`config.mk`:
```
export PLATFORM = sky130hd
export DESIGN_NAME = ama_riscv_perf_cnt
export DESIGN_NICKNAME = d
export VERILOG_FILES = /design/src/rtl/ama_riscv_perf_pkg.sv /design/src/rtl/ama_riscv_perf_ctr.sv /design/src/rtl/ama_riscv_perf_cnt.sv
export SDC_FILE = /design/constraint.sdc
export NUM_CORES = 1
export LEC_CHECK = 0
export BUFFER_PORTS_ARGS = -buffer_cell sky130_fd_sc_hd__buf_2
export CORE_ASPECT_RATIO = 0.6
export CORE_MARGIN = 2
export CORE_UTILIZATION = 25
export DETAILED_ROUTE_END_ITERATION = 8
export GPL_TIMING_DRIVEN = 0
export PLACE_DENSITY = 0.36
export SLEW_MARGIN = 20
export SYNTH_ARGS = -nofsm -noshare
export SYNTH_HDL_FRONTEND = slang
export SYNTH_SLANG_ARGS = --single-unit
```
`constraint.sdc`:
```
create_clock -name clk -period 2.2 [get_ports clk]
set_input_delay 0.44 -clock clk [delete_from_list [all_inputs] [get_ports clk]]
set_output_delay 0.44 -clock clk [all_outputs]
set_load 0.02 [all_outputs]
```
`src/rtl/ama_riscv_perf_pkg.sv`:
```
// Shared types and defaults for the performance counter block.
// Optional STALL/FLUSH event counters are enabled by PERF_EVT_CNT_EN.
package ama_riscv_perf_pkg;

    localparam int PERF_CNT_W  = 64;
    localparam int PERF_EVT_W  = 32;
    localparam int PERF_ADDR_W = 4;

    typedef enum logic [1:0] {
        IDLE   = 2'd0,
        RUN    = 2'd1,
        FROZEN = 2'd2
    } perf_state_t;

    typedef enum logic [3:0] {
        ADDR_CYCLE_LO   = 4'd0,
        ADDR_CYCLE_HI   = 4'd1,
        ADDR_INSTRET_LO = 4'd2,
        ADDR_INSTRET_HI = 4'd3,
        ADDR_STALL      = 4'd4,
        ADDR_FLUSH      = 4'd5,
        ADDR_STATUS     = 4'd6
    } perf_addr_t;

    localparam int STATUS_RUNNING_BIT = 0;
    localparam int STATUS_FROZEN_BIT  = 1;

endpackage

```
`src/rtl/ama_riscv_perf_ctr.sv`:
```
// Clearable event counter; wraps by default, sticks at all-ones when SATURATE=1.
// Clear has priority over increment.
module ama_riscv_perf_ctr #(
    parameter int W        = 64,
    parameter bit SATURATE = 1'b0
) (
    input  logic         clk,
    input  logic         rst_n,
    input  logic         clr,
    input  logic         inc,
    output logic [W-1:0] cnt
);

    logic [W-1:0] cnt_q;
    logic         at_max;

    assign at_max = &cnt_q;

    always_ff @(posedge clk or negedge rst_n) begin
        if (!rst_n) begin
            cnt_q <= '0;
        end else if (clr) begin
            cnt_q <= '0;
        end else if (inc && !(SATURATE && at_max)) begin
            cnt_q <= cnt_q + W'(1);
        end
    end

    assign cnt = cnt_q;

endmodule

```
`src/rtl/ama_riscv_perf_cnt.sv`:
```
// Cycle/instret performance counters with IDLE/RUN/FROZEN control and a 1-cycle MMIO read port.
// PERF_EVT_CNT_EN adds saturating STALL and FLUSH counters at word 4/5 (read 0 otherwise).
module ama_riscv_perf_cnt
    import ama_riscv_perf_pkg::*;
#(
    parameter int CNT_W  = PERF_CNT_W,
    parameter int EVT_W  = PERF_EVT_W,
    parameter int ADDR_W = PERF_ADDR_W
) (
    input  logic              clk,
    input  logic              rst_n,
    input  logic              inst_wb_nop_or_clear,
    input  logic              stall_id,
    input  logic              flush_ex,
    input  logic              tohost_we,
    input  logic              mmio_reset_cnt,
    input  logic              rd_en,
    input  logic [ADDR_W-1:0] rd_addr,
    output logic [31:0]       rd_data,
    output logic              rd_valid,
    output logic              cnt_running
);

    perf_state_t      state_q;
    logic             retire;
    logic             count_en;
    logic [CNT_W-1:0] cycle_cnt;
    logic [CNT_W-1:0] instret_cnt;
    logic [31:0]      cyc_shadow_q;
    logic [31:0]      ins_shadow_q;
    logic [31:0]      status;
    logic [31:0]      rd_data_d;
    logic [31:0]      rd_data_q;
    logic             rd_valid_q;

    assign retire = !inst_wb_nop_or_clear;

    // The IDLE->RUN transition cycle is itself counted.
    assign count_en = !mmio_reset_cnt &&
                      ((state_q == RUN) || ((state_q == IDLE) && retire));

    always_ff @(posedge clk or negedge rst_n) begin
        if (!rst_n) begin
            state_q <= IDLE;
        end else if (mmio_reset_cnt) begin
            state_q <= IDLE;
        end else begin
            case (state_q)
                IDLE:    if (retire)    state_q <= RUN;
                RUN:     if (tohost_we) state_q <= FROZEN;
                FROZEN:  state_q <= FROZEN;
                default: state_q <= IDLE;
            endcase
        end
    end

    ama_riscv_perf_ctr #(.W(CNT_W), .SATURATE(1'b0)) u_cycle (
        .clk   (clk),
        .rst_n (rst_n),
        .clr   (mmio_reset_cnt),
        .inc   (count_en),
        .cnt   (cycle_cnt)
    );

    ama_riscv_perf_ctr #(.W(CNT_W), .SATURATE(1'b0)) u_instret (
        .clk   (clk),
        .rst_n (rst_n),
        .clr   (mmio_reset_cnt),
        .inc   (count_en && retire),
        .cnt   (instret_cnt)
    );

`ifdef PERF_EVT_CNT_EN
    logic [EVT_W-1:0] stall_cnt;
    logic [EVT_W-1:0] flush_cnt;

    ama_riscv_perf_ctr #(.W(EVT_W), .SATURATE(1'b1)) u_stall (
        .clk   (clk),
        .rst_n (rst_n),
        .clr   (mmio_reset_cnt),
        .inc   (count_en && stall_id),
        .cnt   (stall_cnt)
    );

    ama_riscv_perf_ctr #(.W(EVT_W), .SATURATE(1'b1)) u_flush (
        .clk   (clk),
        .rst_n (rst_n),
        .clr   (mmio_reset_cnt),
        .inc   (count_en && flush_ex),
        .cnt   (flush_cnt)
    );
`else
    logic unused_evt;
    assign unused_evt = stall_id ^ flush_ex ^ (EVT_W == 0);
`endif

    // Reading a LO word snapshots the upper half so the following HI read is coherent.
    always_ff @(posedge clk or negedge rst_n) begin
        if (!rst_n) begin
            cyc_shadow_q <= '0;
            ins_shadow_q <= '0;
        end else if (mmio_reset_cnt) begin
            cyc_shadow_q <= '0;
            ins_shadow_q <= '0;
        end else if (rd_en) begin
            if (rd_addr == ADDR_W'(ADDR_CYCLE_LO))
                cyc_shadow_q <= 32'(cycle_cnt >> 32);
            if (rd_addr == ADDR_W'(ADDR_INSTRET_LO))
                ins_shadow_q <= 32'(instret_cnt >> 32);
        end
    end

    always_comb begin
        status                     = '0;
        status[STATUS_RUNNING_BIT] = (state_q == RUN);
        status[STATUS_FROZEN_BIT]  = (state_q == FROZEN);
    end

    always_comb begin
        rd_data_d = '0;
        case (rd_addr)
            ADDR_W'(ADDR_CYCLE_LO):   rd_data_d = cycle_cnt[31:0];
            ADDR_W'(ADDR_CYCLE_HI):   rd_data_d = cyc_shadow_q;
            ADDR_W'(ADDR_INSTRET_LO): rd_data_d = instret_cnt[31:0];
            ADDR_W'(ADDR_INSTRET_HI): rd_data_d = ins_shadow_q;
`ifdef PERF_EVT_CNT_EN
            ADDR_W'(ADDR_STALL):      rd_data_d = 32'(stall_cnt);
            ADDR_W'(ADDR_FLUSH):      rd_data_d = 32'(flush_cnt);
`endif
            ADDR_W'(ADDR_STATUS):     rd_data_d = status;
            default:                  rd_data_d = '0;
        endcase
    end

    always_ff @(posedge clk or negedge rst_n) begin
        if (!rst_n) begin
            rd_data_q  <= '0;
            rd_valid_q <= 1'b0;
        end else begin
            rd_valid_q <= rd_en;
            if (rd_en)
                rd_data_q <= rd_data_d;
        end
    end

    assign rd_data     = rd_data_q;
    assign rd_valid    = rd_valid_q;
    assign cnt_running = (state_q == RUN);

endmodule

```
Word level (Yosys, flattened, before mapping)
Index checks and enable logic that the tools add are counted.
{"block": "totals", "reg_bits": 227, "in_bits": 12, "output_inout_bits": 34, "word_cells": 48}
{"block": "op_classes", "add_sub_neg": 2, "eq_ne": 8, "n_mux": 15, "n_reduce_logical": 16}
{"cell": "2-to-1 mux 64 bit", "count": 4}
{"cell": "2-to-1 mux 32 bit", "count": 6}
{"cell": "case mux 32 bit (5 select lines)", "count": 1}
{"cell": "adder 64 x 1 -> 64 bit, second input constant", "count": 2}
{"cell": "nonzero test 2 bit", "count": 5}
{"cell": "== test 4 x 2 -> 1 bit, second input constant", "count": 2}
{"cell": "2-to-1 mux 2 bit", "count": 3}
{"cell": "inequality test 3 bit, second input constant", "count": 2}
{"cell": "case mux 2 bit (3 select lines)", "count": 1}
{"cell": "AND reduction 2 bit", "count": 3}
{"cell": "== test 4 x 1 -> 1 bit, second input constant", "count": 1}
{"cell": "== test 4 x 3 -> 1 bit, second input constant", "count": 1}
{"cell": "logical NOT 4 bit", "count": 1}
{"cell": "logical AND 1 bit", "count": 3}
{"cell": "== test 2 x 1 -> 1 bit, second input constant", "count": 1}
{"cell": "== test 2 bit, second input constant", "count": 1}
{"cell": "logical NOT 1 bit", "count": 2}
{"cell": "logical NOT 2 bit", "count": 1}
{"cell": "logical OR 1 bit", "count": 1}

Longest topological paths before layout
{"block": "depth", "ltp_word": 7, "depth_mapped": 9, "mapped_depth_nobuf": 7}

By module
A second synthesis with hierarchy kept.
{"block": "unflattened", "hier_cells": 1115, "hier_area_um2": 11504.8}
{"mod": "ama_riscv_perf_ctr", "instances": 2, "cells_each": 379, "area_per_inst_um2": 3460.8, "seq_area_each_um2": 1601.5}
{"mod": "ama_riscv_perf_cnt", "instances": 1, "cells_each": 357, "area_per_inst_um2": 4583.1, "seq_area_each_um2": 2477.4}

Worst setup path before layout
OpenSTA, ideal clock, no wires.
{"block": "synth_path", "kind": "register to register", "from": "reg state_q[1]", "to": "reg u_instret.cnt_q[62], in the netlist u_instret.cnt[62]", "setup_time_ps": 124, "arrival_time_ps": 2235, "t_required_ps": 2076, "setup_slack_ps": -159, "stages_incl_launch_ff": 10, "n_path_buf": 2, "period_less_slack_ps": 2359, "cell_sequence": "dfrtp_1 > inv_1 > ha_1 > o21ba_2 > and4_1 > clkbuf_1 > and4_1 > buf_2 > nand4_1 > mux2i_1"}
{"block": "synth_via", "word_cells_on_any_way": 7}
{"item": "from (decl)", "line": "ama_riscv_perf_cnt.sv:24", "source": "perf_state_t state_q;"}
{"item": "from (signal assigned)", "line": "ama_riscv_perf_cnt.sv:44", "source": "state_q <= IDLE;"}
{"item": "from (signal assigned)", "line": "ama_riscv_perf_cnt.sv:46", "source": "state_q <= IDLE;"}
{"item": "from (signal assigned)", "line": "ama_riscv_perf_cnt.sv:49", "source": "IDLE: if (retire) state_q <= RUN;"}
{"item": "== test 2 x 1 -> 1 bit"}
{"item": "net cnt_running", "line": "ama_riscv_perf_cnt.sv:21", "source": "output logic cnt_running"}
{"item": "logical OR 1 bit", "line": "ama_riscv_perf_cnt.sv:40", "source": "((state_q == RUN) || ((state_q == IDLE) && retire));"}
{"item": "logical AND 1 bit", "line": "ama_riscv_perf_cnt.sv:39", "source": "assign count_en = !mmio_reset_cnt &&"}
{"item": "logical AND 1 bit", "line": "ama_riscv_perf_cnt.sv:69", "source": ".inc (count_en && retire),"}
{"item": "nonzero test 2 bit (no source line)"}
{"item": "to (signal assigned)", "line": "ama_riscv_perf_ctr.sv:25", "source": "cnt_q <= cnt_q + W'(1);"}
{"item": "to (decl)", "line": "ama_riscv_perf_ctr.sv:14", "source": "logic [W-1:0] cnt_q;"}
The timed path passes the listed nets, and every way through them passes these cells.
A chain may end at the register's enable or synchronous reset.

Worst setup path after layout
{"block": "layout_path", "from": "reg u_cycle.cnt_q[26], in the netlist u_cycle.cnt[26]", "to": "reg u_cycle.cnt_q[50], in the netlist u_cycle.cnt[50]"}
{"block": "layout_via", "elab_chain_len": 3}
{"item": "from (decl)", "line": "ama_riscv_perf_ctr.sv:14"}
{"item": "from (signal assigned)", "line": "ama_riscv_perf_ctr.sv:25"}
{"item": "adder 64 x 1 -> 64 bit", "line": "ama_riscv_perf_ctr.sv:25"}
{"item": "2-to-1 mux 64 bit", "line": "ama_riscv_perf_ctr.sv:24", "source": "end else if (inc && !(SATURATE && at_max)) begin"}
{"item": "2-to-1 mux 64 bit", "line": "ama_riscv_perf_ctr.sv:22", "source": "end else if (clr) begin"}
No other way between the ends. The select of a mux whose other input is x is not followed.

==> metrics.md <==
| Metric | Value |
|---|---|
| Die Y | 167 um |
| Starting DRT DRC Count | 969 |
| Max Cap Violations | 0 |
| Dpl hpwl | 30,800 um |
| RSZ-0062 raised after global routing | true |
| Tcrit/Tclk final | 107% |
| Top FF cell, synth | dfrtp_1 |
| Post-synthesis mux area share | 2.99% |
| Most frequent cells after synthesis | dfrtp_1 (227), a22o_1 (64), nor2_1 (60), clkbuf_1 (59), nand2_1 (52) |
| Clk pin slew, worst setup/hold paths | 60 ps |
| Post-DRT Antenna Nets | 0 |
| Worst Hold Class | in -> reg |
| GRT Overall Usage | a little under a fifth |
| R2r setup slk | -150 ps |
| Ys async rst share | 100% |
| Fill count | between 4,000 and 5,000 |
| Setup Viol. Count Final | 15 |
| Simple-gate share of the synthesized area | between 20% and 30% |
| Total negative slack | -1470 ps |
| Routed vias | 9,688 |
| Worst r2r src | u_cycle.cnt[26] |
| Worst EP arrival | between 2000 and 3000 ps |
| Hold path depth | 4 |
| Post-synth EDFFs | 0 |
| Synth Register Bits | between 200 and 250 |
| DIE AREA | approximately 46,000 sq um |
| Failing checks | setup timing |
| XOR/XNOR share of the synthesized area | 2.92% |
| Final WL | ~43,000 um |
| Hold slack | 190 ps |
| Reg2Reg Depth | 6 |
| Yosys warning count | 0 |
| Largest family of logic cells by synthesized area | simple AND/OR/NAND/NOR gates |
| Relative slew slack | 38.4% |
| Avg Cell Area, Syn | approximately 10 sq um |
| Leak | between 0.005 and 0.006 uW |
| Max-slew violations | 0 |
| Antenna violations before repair | 1 |
| Final-report hold violation count | 0 |
| Reg-to-Reg End | u_cycle.cnt[50] |
| GP Congestion | 0.795 |
| IO Pins | 46 |
| Core area | 43,600 sq um |
| Clock tree sinks | 227 |
| Distinct cells, synth | 53 |
| Worst Slack Setup Final | -152 ps |
| Post-synth top area cell | dfrtp_1 |
| DP Worst Slack | -1110 ps |
| Max IR drop VDD | 475 uV |
| First-pass GRT wire length | 63,700 um |
| Post-Syn Nets | 1,114 |
| Critical Path Start Type | flip-flop |
| Clock Path Buffers | 3 |
| Largest net degree at the start of global routing | 86 |
| Mapped Area | between 10,000 and 15,000 sq um |
| Synth Area in Compound Gates | 17.9% |
| Post-synthesis adder-cell area fraction | less than 1% |
| Worst path required time | 2660 ps |
| Vias/cell | 5.28 |
| DRC errors left | 0 |
| Final nets | 1,253 |
| Max FO, Critical Path | 8 |
| I/O Buffers | 43 |
| Initial Utilization | between 20% and 30% |
| Synth area leaders | dfrtp_1 (51%), a22o_1 (5.0%), a222oi_1 (2.9%), mux2i_1 (2.9%), nand4_1 (2.7%) |
| Fmax | 425 MHz |
| Vias in the first global route | 9,027 |
| Area growth syn-to-layout | 28.2% |
| Top-area cell type share of the netlist area | between 50% and 60% |
| Share of layout cells above drive strength 1 | 23.9% |
| Hold Crit Endpoint | state_q[0] |
| Worst-Skew Late Latency | 560 ps |
| Row count | ~60 |
| Power per Cell Area | between 600 and 700 nW/um^2 |
| Horiz. Die Dim | 276 um |
| CTS tree | built |
| Post-synthesis instance total | 1,097 |
| Post-synthesis sequential area ratio | 51.1% |
| Min-delay src | tohost_we |
| H-tree depth | 1 |
| Worst Clk Skew | about 32 ps |
| Slew @ Worst Pin | ~920 ps |
| Grt ovf | 0 |
| Routed len/inst | 23.6 um |
| Crit. End Element | flip-flop |
| Most frequent cell after synthesis | dfrtp_1 |
| Final Util | about a third |
| Cts bufs inserted | 25 |
| Router iterations before antenna repair | 7 |
| Status | finished with violations |
| Min Tclk post-route | 2350 ps |
| Root buffer cell | clkbuf_16 |
| WS Path Type | reg -> reg |
-- cells in the final DEF, fill, tap and decap left out, drive strengths merged, types with 17 or more instances in the layout --
cell type  count
inv           48
and3          23
nor2          60
clkbuf        83
nand2b        33
nor3          21
buf          123
or4           18
a222oi        32
a21oi         48
xor2          17
xnor2         20
dfrtp        227
o21ai         49
a21boi        30
a22o          64
or3           30
nand4         50
nand3         51
nand2         52
mux2i         32
o22ai         30
-- metal layers --
metal	part of all wire [%]	vias to the layer above	track usage, %
li1	-	4408	-
met1	56	4968	32.2
met5	0	-	0
met4	1.6	0	3.23
met2	37	268	23.1
met3	5.3	44	2.15
-- cell families (layout without fill, tap and decap cells) --
kind of cell / count (synthesis) / in the layout
and+or+nand+nor: 405 / 405
AOI/OAI and AO/OA: 279 / 279
DFF: 227 / 227
buffers and inverters: 111 / 267
xor gates and xnor gates: 37 / 37
muxes: 33 / 33
adders and majority gates: 5 / 5
other: 0 / 2
-- area by class of cell --
class	instances	area, sq um	share of cell area (%)
Antenna cell	2	5.00	0.0351
Buffer	57	319	2.24
Clock buffer	32	682	4.79
Clock inverter	12	119	0.835
Inverter	47	176	1.24
Multi-Input combinational cell	759	5590	39.3
Sequential cell	227	5710	40.1
Tap cell	579	724	5.09
Timing Repair Buffer	119	918	6.45
-- repair_timing --
item                                    CTS  global route
setup buffers                            43            28
endpoints found under the setup margin  132            94
resized for setup                        85           108
hold buffers                              2             0
endpoints found under the hold margin    62             0
pin swaps                                21            42
gates cloned                              1             1
-- sequential cells by signal (all words and copies together) (netlist names) --
register	count
cyc_shadow_q	32
u_cycle.cnt	64
ins_shadow_q	32
rd_data	32
state_q	2
rd_valid	1
u_instret.cnt	64
-- how the worst max path moves through the flow --
| stage | cells past startpoint | start | slack [ps] | to |
|---|---|---|---|---|
| finish | 6 | u_cycle.cnt[26] | -150 | u_cycle.cnt[50] |
| global route | 9 | state_q[0] | -240 | u_cycle.cnt[50] |
| CTS | 9 | state_q[0] | -130 | u_cycle.cnt[50] |
| detailed placement | 6 | mmio_reset_cnt | -1110 | u_instret.cnt[1] |
| global placement | 1 | rst_n | -4050 | u_instret.cnt[40] |
| floorplan | 9 | state_q[1] | -40 | u_cycle.cnt[27] |
-- report_power, final --
group	internal, uW	switching, uW	leakage (uW)
logic	211	400	0.00242
clock network	2420	1910	0.000395
registers	4200	35.8	0.00313
-- per-stage QoR --
stage,power (uW),instances,cell area [sq um]
2_1_floorplan,4520,1097,11100
3_3_place_gp,4780,1719,12100
3_5_place_dp,4790,1723,12200
4_1_cts,9250,1808,13600
5_1_grt,9520,1832,14200
6_report,9170,1834,14200
-- worst max-delay path: stages, from the launching register on --
cell,delay [ps]
dfrtp_1,540
and4_1,390
nand4_1,240
or4_4,480
buf_8,160
or3_1,320
a21oi_2,120
Power figures use the tool's default switching activity.
